==> config.mk <==
export PLATFORM = sky130hd
export DESIGN_NAME = tx_arb
export DESIGN_NICKNAME = d
export VERILOG_FILES = /design/src/rtl/tx_arb.sv
export SDC_FILE = /design/constraint.sdc
export NUM_CORES = 1
export LEC_CHECK = 0
export CAP_MARGIN = 20
export CORE_MARGIN = 3
export CORE_UTILIZATION = 45
export DETAILED_ROUTE_END_ITERATION = 16
export PLACE_DENSITY = 0.76
export SYNTH_ARGS = -nofsm -noshare
export SYNTH_HDL_FRONTEND = slang
export SYNTH_SLANG_ARGS = --single-unit
export TNS_END_PERCENT = 10
==> constraint.sdc <==
create_clock -name sys_clk -period 2.7 [get_ports sys_clk]
set_clock_uncertainty 0.2 [all_clocks]
set_input_delay 0.405 -clock sys_clk [delete_from_list [all_inputs] [get_ports sys_clk]]
set_output_delay 0.405 -clock sys_clk [all_outputs]
set_load 0.05 [all_outputs]
==> src/rtl/tx_arb.sv <==
// Two-port round-robin frame arbiter for the MAC transmit FIFO.
// Pads short frames and appends terminator words.
module tx_arb #(
  parameter int MIN_LEN    = 60,
  parameter int TERM_WORDS = 1
) (
  input  logic       sys_clk,
  input  logic       sys_rst,
  input  logic       in0_valid,
  input  logic [7:0] in0_data,
  input  logic       in0_last,
  output logic       in0_ready,
  input  logic       in1_valid,
  input  logic [7:0] in1_data,
  input  logic       in1_last,
  output logic       in1_ready,
  input  logic       fifo_full,
  output logic       wr_en,
  output logic [8:0] wr_data,
  output logic [1:0] grant,
  output logic       busy
);

  typedef enum logic [1:0] {
    IDLE,
    PASS,
    PAD,
    TERM
  } state_t;

  localparam logic [11:0] MIN_L  = 12'(MIN_LEN);
  localparam logic [3:0]  T_LAST = 4'(TERM_WORDS - 1);

  state_t      state, state_n;
  logic        owner, owner_n;
  logic        rr_next, rr_n;
  logic [10:0] len, len_n;
  logic [3:0]  tcnt, tcnt_n;

  logic        sel_valid;
  logic        sel_last;
  logic [7:0]  sel_data;
  logic [11:0] len_p1;

  assign sel_valid = owner ? in1_valid : in0_valid;
  assign sel_last  = owner ? in1_last  : in0_last;
  assign sel_data  = owner ? in1_data  : in0_data;
  assign len_p1    = {1'b0, len} + 12'd1;

  assign busy  = (state != IDLE);
  assign grant = busy ? (owner ? 2'b10 : 2'b01) : 2'b00;

  always_ff @(posedge sys_clk or posedge sys_rst) begin
    if (sys_rst) begin
      state   <= IDLE;
      owner   <= 1'b0;
      rr_next <= 1'b0;
      len     <= '0;
      tcnt    <= '0;
    end else begin
      state   <= state_n;
      owner   <= owner_n;
      rr_next <= rr_n;
      len     <= len_n;
      tcnt    <= tcnt_n;
    end
  end

  always_comb begin
    state_n   = state;
    owner_n   = owner;
    rr_n      = rr_next;
    len_n     = len;
    tcnt_n    = tcnt;
    wr_en     = 1'b0;
    wr_data   = 9'h000;
    in0_ready = 1'b0;
    in1_ready = 1'b0;
    unique case (state)
      IDLE: begin
        if (in0_valid || in1_valid) begin
          owner_n = (in0_valid && in1_valid) ? rr_next : in1_valid;
          len_n   = '0;
          state_n = PASS;
        end
      end
      PASS: begin
        in0_ready = ~owner & ~fifo_full;
        in1_ready = owner & ~fifo_full;
        if (sel_valid && !fifo_full) begin
          wr_en   = 1'b1;
          wr_data = {1'b1, sel_data};
          len_n   = (len == 11'h7FF) ? len : len_p1[10:0];
          if (sel_last) begin
            tcnt_n = '0;
            // short frames go through PAD; MIN_LEN=1 never does
            state_n = (len_p1 < MIN_L) ? PAD : TERM;
          end
        end
      end
      PAD: begin
        if (!fifo_full) begin
          wr_en   = 1'b1;
          wr_data = 9'h100;
          len_n   = len_p1[10:0];
          if (len_p1 == MIN_L) begin
            tcnt_n  = '0;
            state_n = TERM;
          end
        end
      end
      TERM: begin
        if (!fifo_full) begin
          wr_en  = 1'b1;
          tcnt_n = tcnt + 4'd1;
          if (tcnt == T_LAST) begin
            rr_n    = ~owner;
            state_n = IDLE;
          end
        end
      end
      default: state_n = IDLE;
    endcase
  end

endmodule

==> results.sh, run 1 <==
export IMPL_ys_ff_latch=19
export IMPL_cp_end_kind="register"
export IMPL_holdCritPathClass="input pin to async pin"
export IMPL_report_final_hold_viol_count=0
export IMPL_worstPathRequired_ns=2.69
export IMPL_clockBufferDepth=2
export IMPL_synth_mux_area_frac=0.0623
export IMPL_grt_pass1_wl_mm=6.75
export IMPL_cap_violations=0
export IMPL_finalCritPeriodShare=0.950
export IMPL_max_freq_mhz=390
export IMPL_clkSlewWorstSetupHoldPaths_ns=0.13
export IMPL_syn_inst=193
export IMPL_dieArea_um2=4370
export IMPL_setup_slack_ns=0.134
export IMPL_finalMaxSlewViolations=0
export IMPL_ys_types=52
export IMPL_synthFlopType="dfrtp_1"
export IMPL_synth_fa_ha_area_frac=0.0615
export IMPL_ant_nets=0
export IMPL_num_io_pins=38
export IMPL_whs_ns=0.315
export IMPL_worstMarginPinSlew_ns=0.755
export IMPL_layout_drive_gt1_share=0.174
export IMPL_synthesis_yosys_warnings=0
export IMPL_core_area_um2=3420
export IMPL_fin_tns_setup_ns=0
export IMPL_drtPass1Iterations=4
export IMPL_num_antenna_cells=0
export IMPL_antenna_found_initial=0
export IMPL_rsz0062_at_grt="no"
export IMPL_synth_compound_gate_area_share=0.205
export IMPL_die_w_um=66.1
export IMPL_dp_hpwl_mm=3.05
export IMPL_synth_area_um2=1630
export IMPL_syn_avg_cell_area_um2=8.43
export IMPL_final_nets=267
export IMPL_p_total_mw=2.16
export IMPL_run_status="complete, no violations"
export IMPL_via_per_inst=5.67
export IMPL_place_congestion=0.859
export IMPL_initial_core_util=0.476
export IMPL_cts_hold_fix_buffers=0
export IMPL_setup_viol=0
export IMPL_dr_first_iter_drc_count=43
export IMPL_grt_overflow_total=0
export IMPL_place_ws_ns=-0.00319
export IMPL_synthToLayoutAreaGrowth_pct=36.3
export IMPL_wl_mm=3.96
export IMPL_startpoint_type="register"
export IMPL_die_h_um=66.1
export IMPL_slew_limit_headroom=0.496
export IMPL_post_drt_wl_per_cell_um=14.1
export IMPL_ir_drop_uv=546
export IMPL_synth_edff_count=0
export IMPL_rows=21
export IMPL_ys_seq_area_frac=0.292
export IMPL_dr_total_vias=1593
export IMPL_grt_max_degree=23
export IMPL_drc_errors=0
export IMPL_synth_simple_area_share=0.310
export IMPL_clock_latency_ns=0.31
export IMPL_powerDensity_nw_per_um2=973
export IMPL_cts_resized=0
export IMPL_synth_net_count=224
export IMPL_cp_arrival_ns=2.55
export IMPL_synth_top_family_by_area="simple AND/OR/NAND/NOR gates"
export IMPL_grtUsageTotal=0.193
export IMPL_fillers=300
export IMPL_port_buffers=37
export IMPL_synthArstFlopShare=1.00
export IMPL_worstSetupPathType="register to register"
export IMPL_grt_pass1_vias=1462
export IMPL_cts_sinks=19
export IMPL_htree_num_levels=1
export IMPL_cts_tree="yes"
export IMPL_min_period_ns=2.57
export IMPL_path_max_fanout=4
export IMPL_cts_root_buf="clkbuf_4"
export IMPL_power_leakage_nw=0.954
export IMPL_cts_setup_buffers=0
export IMPL_synth_xor_area_frac=0.00538
export IMPL_numCtsBuffers=3
==> path summary, 6_finish.rpt <==
check	start	end	slack, ns	depth (start not counted)
worst max register to register	len[0]$_DFFE_PP0P_	state[1]$_DFFE_PP0P_	0.13	7
max in group asynchronous	sys_rst	state[0]$_DFFE_PP0P_	1.44	2
worst min register to register	rr_next$_DFFE_PP0P_	owner$_DFFE_PP0P_	0.34	2
worst min-delay path	sys_rst	owner$_DFFE_PP0P_	0.31	2
worst max-delay path	len[0]$_DFFE_PP0P_	state[1]$_DFFE_PP0P_	0.13	7
min in group sys_clk	rr_next$_DFFE_PP0P_	owner$_DFFE_PP0P_	0.34	2
==> routing by layer <==
metal  GRT usage  wire length, um
met4      0.0431               32
met3      0.0357              259
met5           0                0
met2       0.323             1850
met1       0.258             1820
==> worst max-delay path: stages, from the launching register on <==
cell and delay (ns):
dfrtp_1 0.40, ha_1 0.24, and3_1 0.23, a2111oi_0 0.41
a41oi_1 0.14, a211o_1 0.33, a21oi_1 0.15, mux2_2 0.34
==> where the power goes <==
| group | internal [mW] | switching (mW) |
|---|---|---|
| Sequential | 0.379 | 0.134 |
| Clock | 0.0553 | 0.0971 |
| Combinational | 0.643 | 0.849 |
==> final cells by class <==
| type | instances | area (um^2) | share of cell area |
|---|---|---|---|
| well taps | 46 | 57.6 | 0.0260 |
| flip-flops and latches | 19 | 477 | 0.215 |
| multi-input cells | 153 | 1050 | 0.473 |
| clock inverters | 1 | 5.00 | 0.00226 |
| clock buffers | 3 | 22.5 | 0.0102 |
| repair buffers | 48 | 566 | 0.255 |
| inverters | 11 | 41.3 | 0.0186 |
==> metrics by stage <==
| stage | area (um^2) | util | instances |
|---|---|---|---|
| finish | 2220 | 0.649 | 281 |
| global route | 2220 | 0.649 | 281 |
| CTS | 2220 | 0.649 | 281 |
| detailed placement | 2190 | 0.641 | 277 |
| global placement | 2190 | 0.641 | 277 |
| floorplan | 1630 | - | 193 |
==> registers in the layout, summed over array words and instances (netlist names) <==
signal and cells:
owner 1, rr_next 1, len 11, tcnt 4, state 2
==> Yosys cell counts, drive strengths merged, types with 2 or more instances <==
cell type / instances / area, um^2
and2: 2 / 12.5
nor3b: 5 / 37.5
nand3: 19 / 95.1
a32o: 2 / 20.0
nand2: 25 / 93.8
or4b: 4 / 40.0
a2111oi: 3 / 38.8
o211ai: 3 / 22.5
nand4b: 3 / 26.3
o21ai: 4 / 20.0
o221ai: 2 / 17.5
nand4: 2 / 12.5
nor3: 5 / 25.0
buf: 5 / 42.5
and3: 3 / 18.8
mux2i: 9 / 90.1
and4: 3 / 26.3
inv: 11 / 41.3
ha: 8 / 100
a41oi: 2 / 17.5
clkbuf: 5 / 18.8
a211oi: 2 / 20.0
a21bo: 2 / 20.0
a221o: 2 / 20.0
nor2: 17 / 71.3
dfrtp: 19 / 475
a21oi: 8 / 43.8
==> layout by cell type, fill, tap and decap left out, types with 5 or more instances in the layout <==
cell	n
clkdlybuf4s50_1	22
inv_1	11
a21oi_1	7
buf_12	12
nand3_1	19
buf_4	14
ha_1	8
nor2_1	16
mux2i_1	9
nor3_1	5
nand2_1	25
nor3b_1	5
dfrtp_1	18
==> kinds of logic (layout without fill, tap and decap cells) <==
family	count (synthesis)	after routing
adder cells (fa/ha/maj)	8	8
buffers and inverters	21	63
AND/OR/NAND/NOR	94	94
XOR/XNOR	1	1
flip-flops	19	19
multiplexers	10	10
AO/OA/AOI/OAI	40	40
Note: power is estimated with default switching activity, not from simulation.
==> run 2, diff against run 1 <==
--- a/config.mk
+++ b/config.mk
@@ -6,7 +6,6 @@
 export NUM_CORES = 1
 export LEC_CHECK = 0
 export CAP_MARGIN = 20
-export CORE_MARGIN = 3
 export CORE_UTILIZATION = 45
 export DETAILED_ROUTE_END_ITERATION = 16
 export PLACE_DENSITY = 0.76
==> results.sh, run 2 (same netlist as run 1, synthesis figures left out) <==
export IMPL_setup_viol=0
export IMPL_core_area_um2=3390
export IMPL_grtUsageTotal=0.215
export IMPL_htree_num_levels=1
export IMPL_drtPass1Iterations=4
export IMPL_place_congestion=0.848
export IMPL_grt_max_degree=23
export IMPL_r2r_slack_ns=0.09
export IMPL_post_drt_wl_per_cell_um=13.9
export IMPL_layout_drive_gt1_share=0.192
export IMPL_cts_sinks=19
export IMPL_path_max_fanout=4
export IMPL_setup_slack_ns=0.0942
export IMPL_dieArea_um2=3860
export IMPL_busiest_layer="met2"
export IMPL_grt_overflow_total=0
export IMPL_worstMarginPinSlew_ns=0.741
export IMPL_cp_arrival_ns=2.61
export IMPL_dp_hpwl_mm=3.03
export IMPL_clkSlewWorstSetupHoldPaths_ns=0.11
export IMPL_met1_usage=0.265
export IMPL_cts_root_buf="clkbuf_4"
export IMPL_cp_end_kind="register"
export IMPL_worstPathRequired_ns=2.70
export IMPL_wl_mm=3.99
export IMPL_grtUsageMet2=0.370
export IMPL_finalCritPeriodShare=0.965
export IMPL_die_h_um=62.1
export IMPL_top_register="len"
export IMPL_powerDensity_nw_per_um2=979
export IMPL_min_period_ns=2.61
export IMPL_worstSetupPathType="register to register"
export IMPL_holdCritPathClass="input pin to async pin"
export IMPL_largest_register_ff_count=11
export IMPL_max_freq_mhz=384
export IMPL_grt_util_met3=0.0496
export IMPL_ir_drop_uv=586
export IMPL_grt_pass1_vias=1581
export IMPL_synthToLayoutAreaGrowth_pct=38.7
export IMPL_drc_errors=0
export IMPL_final_nets=272
export IMPL_initial_core_util=0.480
export IMPL_largestRegisters="len: 11 flops, tcnt: 4 flops, state: 2 flops"
export IMPL_report_final_hold_viol_count=0
export IMPL_numCtsBuffers=3
export IMPL_port_buffers=37
export IMPL_num_antenna_cells=0
export IMPL_cap_violations=0
export IMPL_stdcell_count=286
export IMPL_via_per_inst=5.73
export IMPL_final_common_cell="nand2_1"
export IMPL_final_cell_mix="nand2_1, clkdlybuf4s50_1, nand3_1, buf_4, dfrtp_1"
export IMPL_clockBufferDepth=2
export IMPL_place_ws_ns=0.0296
export IMPL_dr_first_iter_drc_count=69
export IMPL_startpoint_type="register"
export IMPL_rows=21
export IMPL_antenna_found_initial=0
export IMPL_num_io_pins=38
export IMPL_cts_hold_fix_buffers=0
export IMPL_power_leakage_nw=0.974
export IMPL_dr_total_vias=1640
export IMPL_ant_nets=0
export IMPL_grt_pass1_wl_mm=6.84
export IMPL_die_w_um=62.1
export IMPL_clock_latency_ns=0.30
export IMPL_cts_tree="yes"
export IMPL_dp_cells=280
export IMPL_run_status="complete, no violations"
export IMPL_slew_limit_headroom=0.505
export IMPL_finalMaxSlewViolations=0
-- run 2: power by group --
| part | switching, mW | total [mW] | internal (mW) | leakage, nW |
|---|---|---|---|---|
| registers | 0.131 | 0.509 | 0.379 | 0.249 |
| logic | 0.869 | 1.55 | 0.681 | 0.710 |
| clock network | 0.0931 | 0.151 | 0.0577 | 0.0150 |
| total | 1.09 | 2.21 | 1.12 | 0.974 |
-- run 2: final cells by class --
class / count / area, um^2
fillers: 257 / 1130
flip-flops and latches: 19 / 477
multi-input cells: 153 / 1050
inverters: 11 / 41.3
clock buffers: 4 / 26.3
well taps: 46 / 57.6
repair buffers: 53 / 603
-- run 2: timing repair --
action                                  4_1_cts  5_1_grt
buffers inserted                              0        2
resized for setup                             0        2
endpoints found under the setup margin        0        4
-- run 2: layer usage --
layer / share of wire / wire [um] / vias to the layer above
met5: 0 / 0 / -
met4: 0.010 / 40 / 0
met3: 0.071 / 283 / 6
met2: 0.46 / 1820 / 62
met1: 0.46 / 1850 / 759
li1: - / - / 813
-- run 2: worst paths after layout --
path,cells past startpoint,to,from
max,7,state[1]$_DFFE_PP0P_,len[0]$_DFFE_PP0P_
min,2,owner$_DFFE_PP0P_,sys_rst
max reg2reg,7,state[1]$_DFFE_PP0P_,len[0]$_DFFE_PP0P_
min reg2reg,1,tcnt[0]$_DFFE_PP0P_,tcnt[0]$_DFFE_PP0P_
max in group asynchronous,2,state[0]$_DFFE_PP0P_,sys_rst
min in group sys_clk,1,tcnt[0]$_DFFE_PP0P_,tcnt[0]$_DFFE_PP0P_
-- run 2: stage by stage --
stage / power, mW / util / setup TNS, ns / hold WS [ns] / instance area (um^2)
after floorplan: 1.54 / - / 0 / 0.156 / 1630
after global placement: 2.00 / 0.652 / 0 / 0.329 / 2210
after detailed placement: 2.03 / 0.652 / 0 / 0.348 / 2210
after CTS: 2.18 / 0.660 / 0 / 0.345 / 2240
after global routing: 2.39 / 0.666 / -0.0179 / 0.389 / 2260
final: 2.21 / 0.666 / 0 / 0.309 / 2260
-- run 2: worst max-delay path: stages, from the launching register on --
cell and delay, ns:
dfrtp_1 0.40, ha_1 0.24, and3_1 0.24, a2111oi_0 0.46
a41oi_1 0.15, a211o_1 0.32, a21oi_1 0.15, mux2_2 0.34
==> run 3, diff against run 2 <==
==> constraint.sdc (replaced) <==
create_clock -name sys_clk -period 2.7 [get_ports sys_clk]
set_clock_uncertainty 0.2 [all_clocks]
set_input_delay 0.405 -clock sys_clk [delete_from_list [all_inputs] [get_ports sys_clk]]
set_output_delay 0.405 -clock sys_clk [all_outputs]
set_load 0.01 [all_outputs]
==> results.sh, run 3 (same netlist as run 1, synthesis figures left out) <==
export IMPL_core_area_um2=3390
export IMPL_ant_nets=0
export IMPL_report_final_hold_viol_count=0
export IMPL_grt_max_degree=20
export IMPL_slew_limit_headroom=0.505
export IMPL_power_leakage_nw=0.955
export IMPL_setup_viol=0
export IMPL_synthToLayoutAreaGrowth_pct=33.7
export IMPL_final_cell_mix="clkdlybuf4s50_1, nand2_1, nand3_1, dfrtp_1, buf_4"
export IMPL_whs_ns=0.319
export IMPL_clock_latency_ns=0.30
export IMPL_dr_total_vias=1622
export IMPL_min_period_ns=2.69
export IMPL_clockBufferDepth=2
export IMPL_grt_overflow_total=0
export IMPL_finalCritPeriodShare=0.997
export IMPL_dr_first_iter_drc_count=74
export IMPL_setup_slack_ns=0.00808
export IMPL_p_comb_frac=0.672
export IMPL_cts_sinks=19
export IMPL_placed_cell_area_um2=2120
export IMPL_grt_pass1_vias=1523
export IMPL_p_switching_mw=0.902
export IMPL_seq_power_share=0.253
export IMPL_via_per_inst=5.65
export IMPL_largestRegisters="len: 11 flops, tcnt: 4 flops, state: 2 flops"
export IMPL_largest_register_ff_count=11
export IMPL_antenna_found_initial=0
export IMPL_final_nets=273
export IMPL_cts_tree="yes"
export IMPL_drc_errors=0
export IMPL_final_cell_area_um2=2170
export IMPL_cts_root_buf="clkbuf_4"
export IMPL_finalMaxSlewViolations=0
export IMPL_dieArea_um2=3860
export IMPL_grt_pass1_wl_mm=6.89
export IMPL_num_io_pins=38
export IMPL_run_status="complete, no violations"
export IMPL_cp_arrival_ns=2.09
export IMPL_holdCritPathClass="input pin to async pin"
export IMPL_numCtsBuffers=3
export IMPL_sw_frac_of_total=0.456
export IMPL_startpoint_type="register"
export IMPL_top_register="len"
export IMPL_die_w_um=62.1
export IMPL_post_drt_wl_per_cell_um=13.3
export IMPL_path_max_fanout=11
export IMPL_r2r_slack_ns=0.18
export IMPL_cts_setup_buffers=0
export IMPL_powerDensity_nw_per_um2=910
export IMPL_initial_core_util=0.480
export IMPL_p_clk_frac=0.075
export IMPL_final_common_cell="clkdlybuf4s50_1"
export IMPL_layout_drive_gt1_share=0.141
export IMPL_place_congestion=0.886
export IMPL_place_ws_ns=-0.156
export IMPL_worstSetupPathType="register to output pin"
export IMPL_cap_violations=0
export IMPL_worstMarginPinSlew_ns=0.742
export IMPL_drtPass1Iterations=4
export IMPL_ff2ff_path_depth=7
export IMPL_fin_tns_setup_ns=0
export IMPL_grtUsageTotal=0.218
export IMPL_rows=21
export IMPL_dp_hpwl_mm=2.98
export IMPL_ir_drop_uv=460
export IMPL_worstPathRequired_ns=2.10
export IMPL_port_buffers=37
export IMPL_rsz0062_at_grt="yes"
export IMPL_cp_end_kind="output pin"
export IMPL_internal_power_mw=1.08
export IMPL_num_antenna_cells=0
export IMPL_wl_mm=3.83
export IMPL_max_freq_mhz=371
export IMPL_htree_num_levels=1
export IMPL_clkSlewWorstSetupHoldPaths_ns=0.11
export IMPL_die_h_um=62.1
## run 3: cell count changes in the layout (fill, tap and decap cells not counted), moves of 2 or more
cell             change
dlymetal6s2s_1       +2
buf_4                -2
clkdlybuf4s50_1     +13
buf_12              -12
## run 3: metrics by stage
| stage | instances | util | power (mW) |
|---|---|---|---|
| after CTS | 287 | 0.640 | 1.98 |
| after global routing | 287 | 0.642 | 2.17 |
| after detailed placement | 283 | 0.626 | 1.80 |
| after floorplan | 193 | - | 1.37 |
| after global placement | 283 | 0.626 | 1.78 |
| final | 287 | 0.642 | 1.98 |
## run 3: critical path, stage by stage, from the launching register on
cell             delay [ns]
dfrtp_2                0.46
inv_1                  0.11
ha_1                   0.37
buf_4                  0.19
and2_1                 0.13
clkdlybuf4s50_1        0.54
## run 3: area by class of cell
type / count / area, um^2
Multi-Input combinational cell: 153 / 1070
Tap cell: 46 / 57.6
Timing Repair Buffer: 54 / 503
Clock buffer: 4 / 26.3
Sequential cell: 19 / 477
Fill cell: 288 / 1210
Inverter: 11 / 41.3
## run 3: power by group through the flow
stage / logic (mW) / registers, mW / clock network [mW]
2_1_floorplan: 0.905 / 0.464 / 0
3_3_place_gp: 1.29 / 0.493 / 0
3_5_place_dp: 1.30 / 0.499 / 0
4_1_cts: 1.33 / 0.499 / 0.155
5_1_grt: 1.48 / 0.525 / 0.165
6_report: 1.33 / 0.501 / 0.148
## run 3: worst paths after layout
kind | start | endpoint
min in group sys_clk | rr_next$_DFFE_PP0P_ | owner$_DFFE_PP0P_
max in group asynchronous | sys_rst | state[0]$_DFFE_PP0P_
worst max-delay path | state[0]$_DFFE_PP0P_ | wr_data[8]
worst min-delay path | sys_rst | len[3]$_DFFE_PP0P_
worst max register to register | len[0]$_DFFE_PP0P_ | state[1]$_DFFE_PP0P_
worst min register to register | rr_next$_DFFE_PP0P_ | owner$_DFFE_PP0P_
## run 3: per-layer routing
metal | vias up | GRT usage | routed length (um)
met3 | 6 | 0.0423 | 198
li1 | 819 | - | -
met4 | 0 | 0.0552 | 42
met5 | - | 0 | 0
met2 | 49 | 0.352 | 1700
met1 | 748 | 0.298 | 1890
## run 3: repair_timing
item                                   CTS  global route
pin swaps                                0             0
cloned                                   0             0
hold buffers                             0             0
endpoints found under the hold margin    0             0
resized for setup                        5             4
setup endpoints to repair               14            17
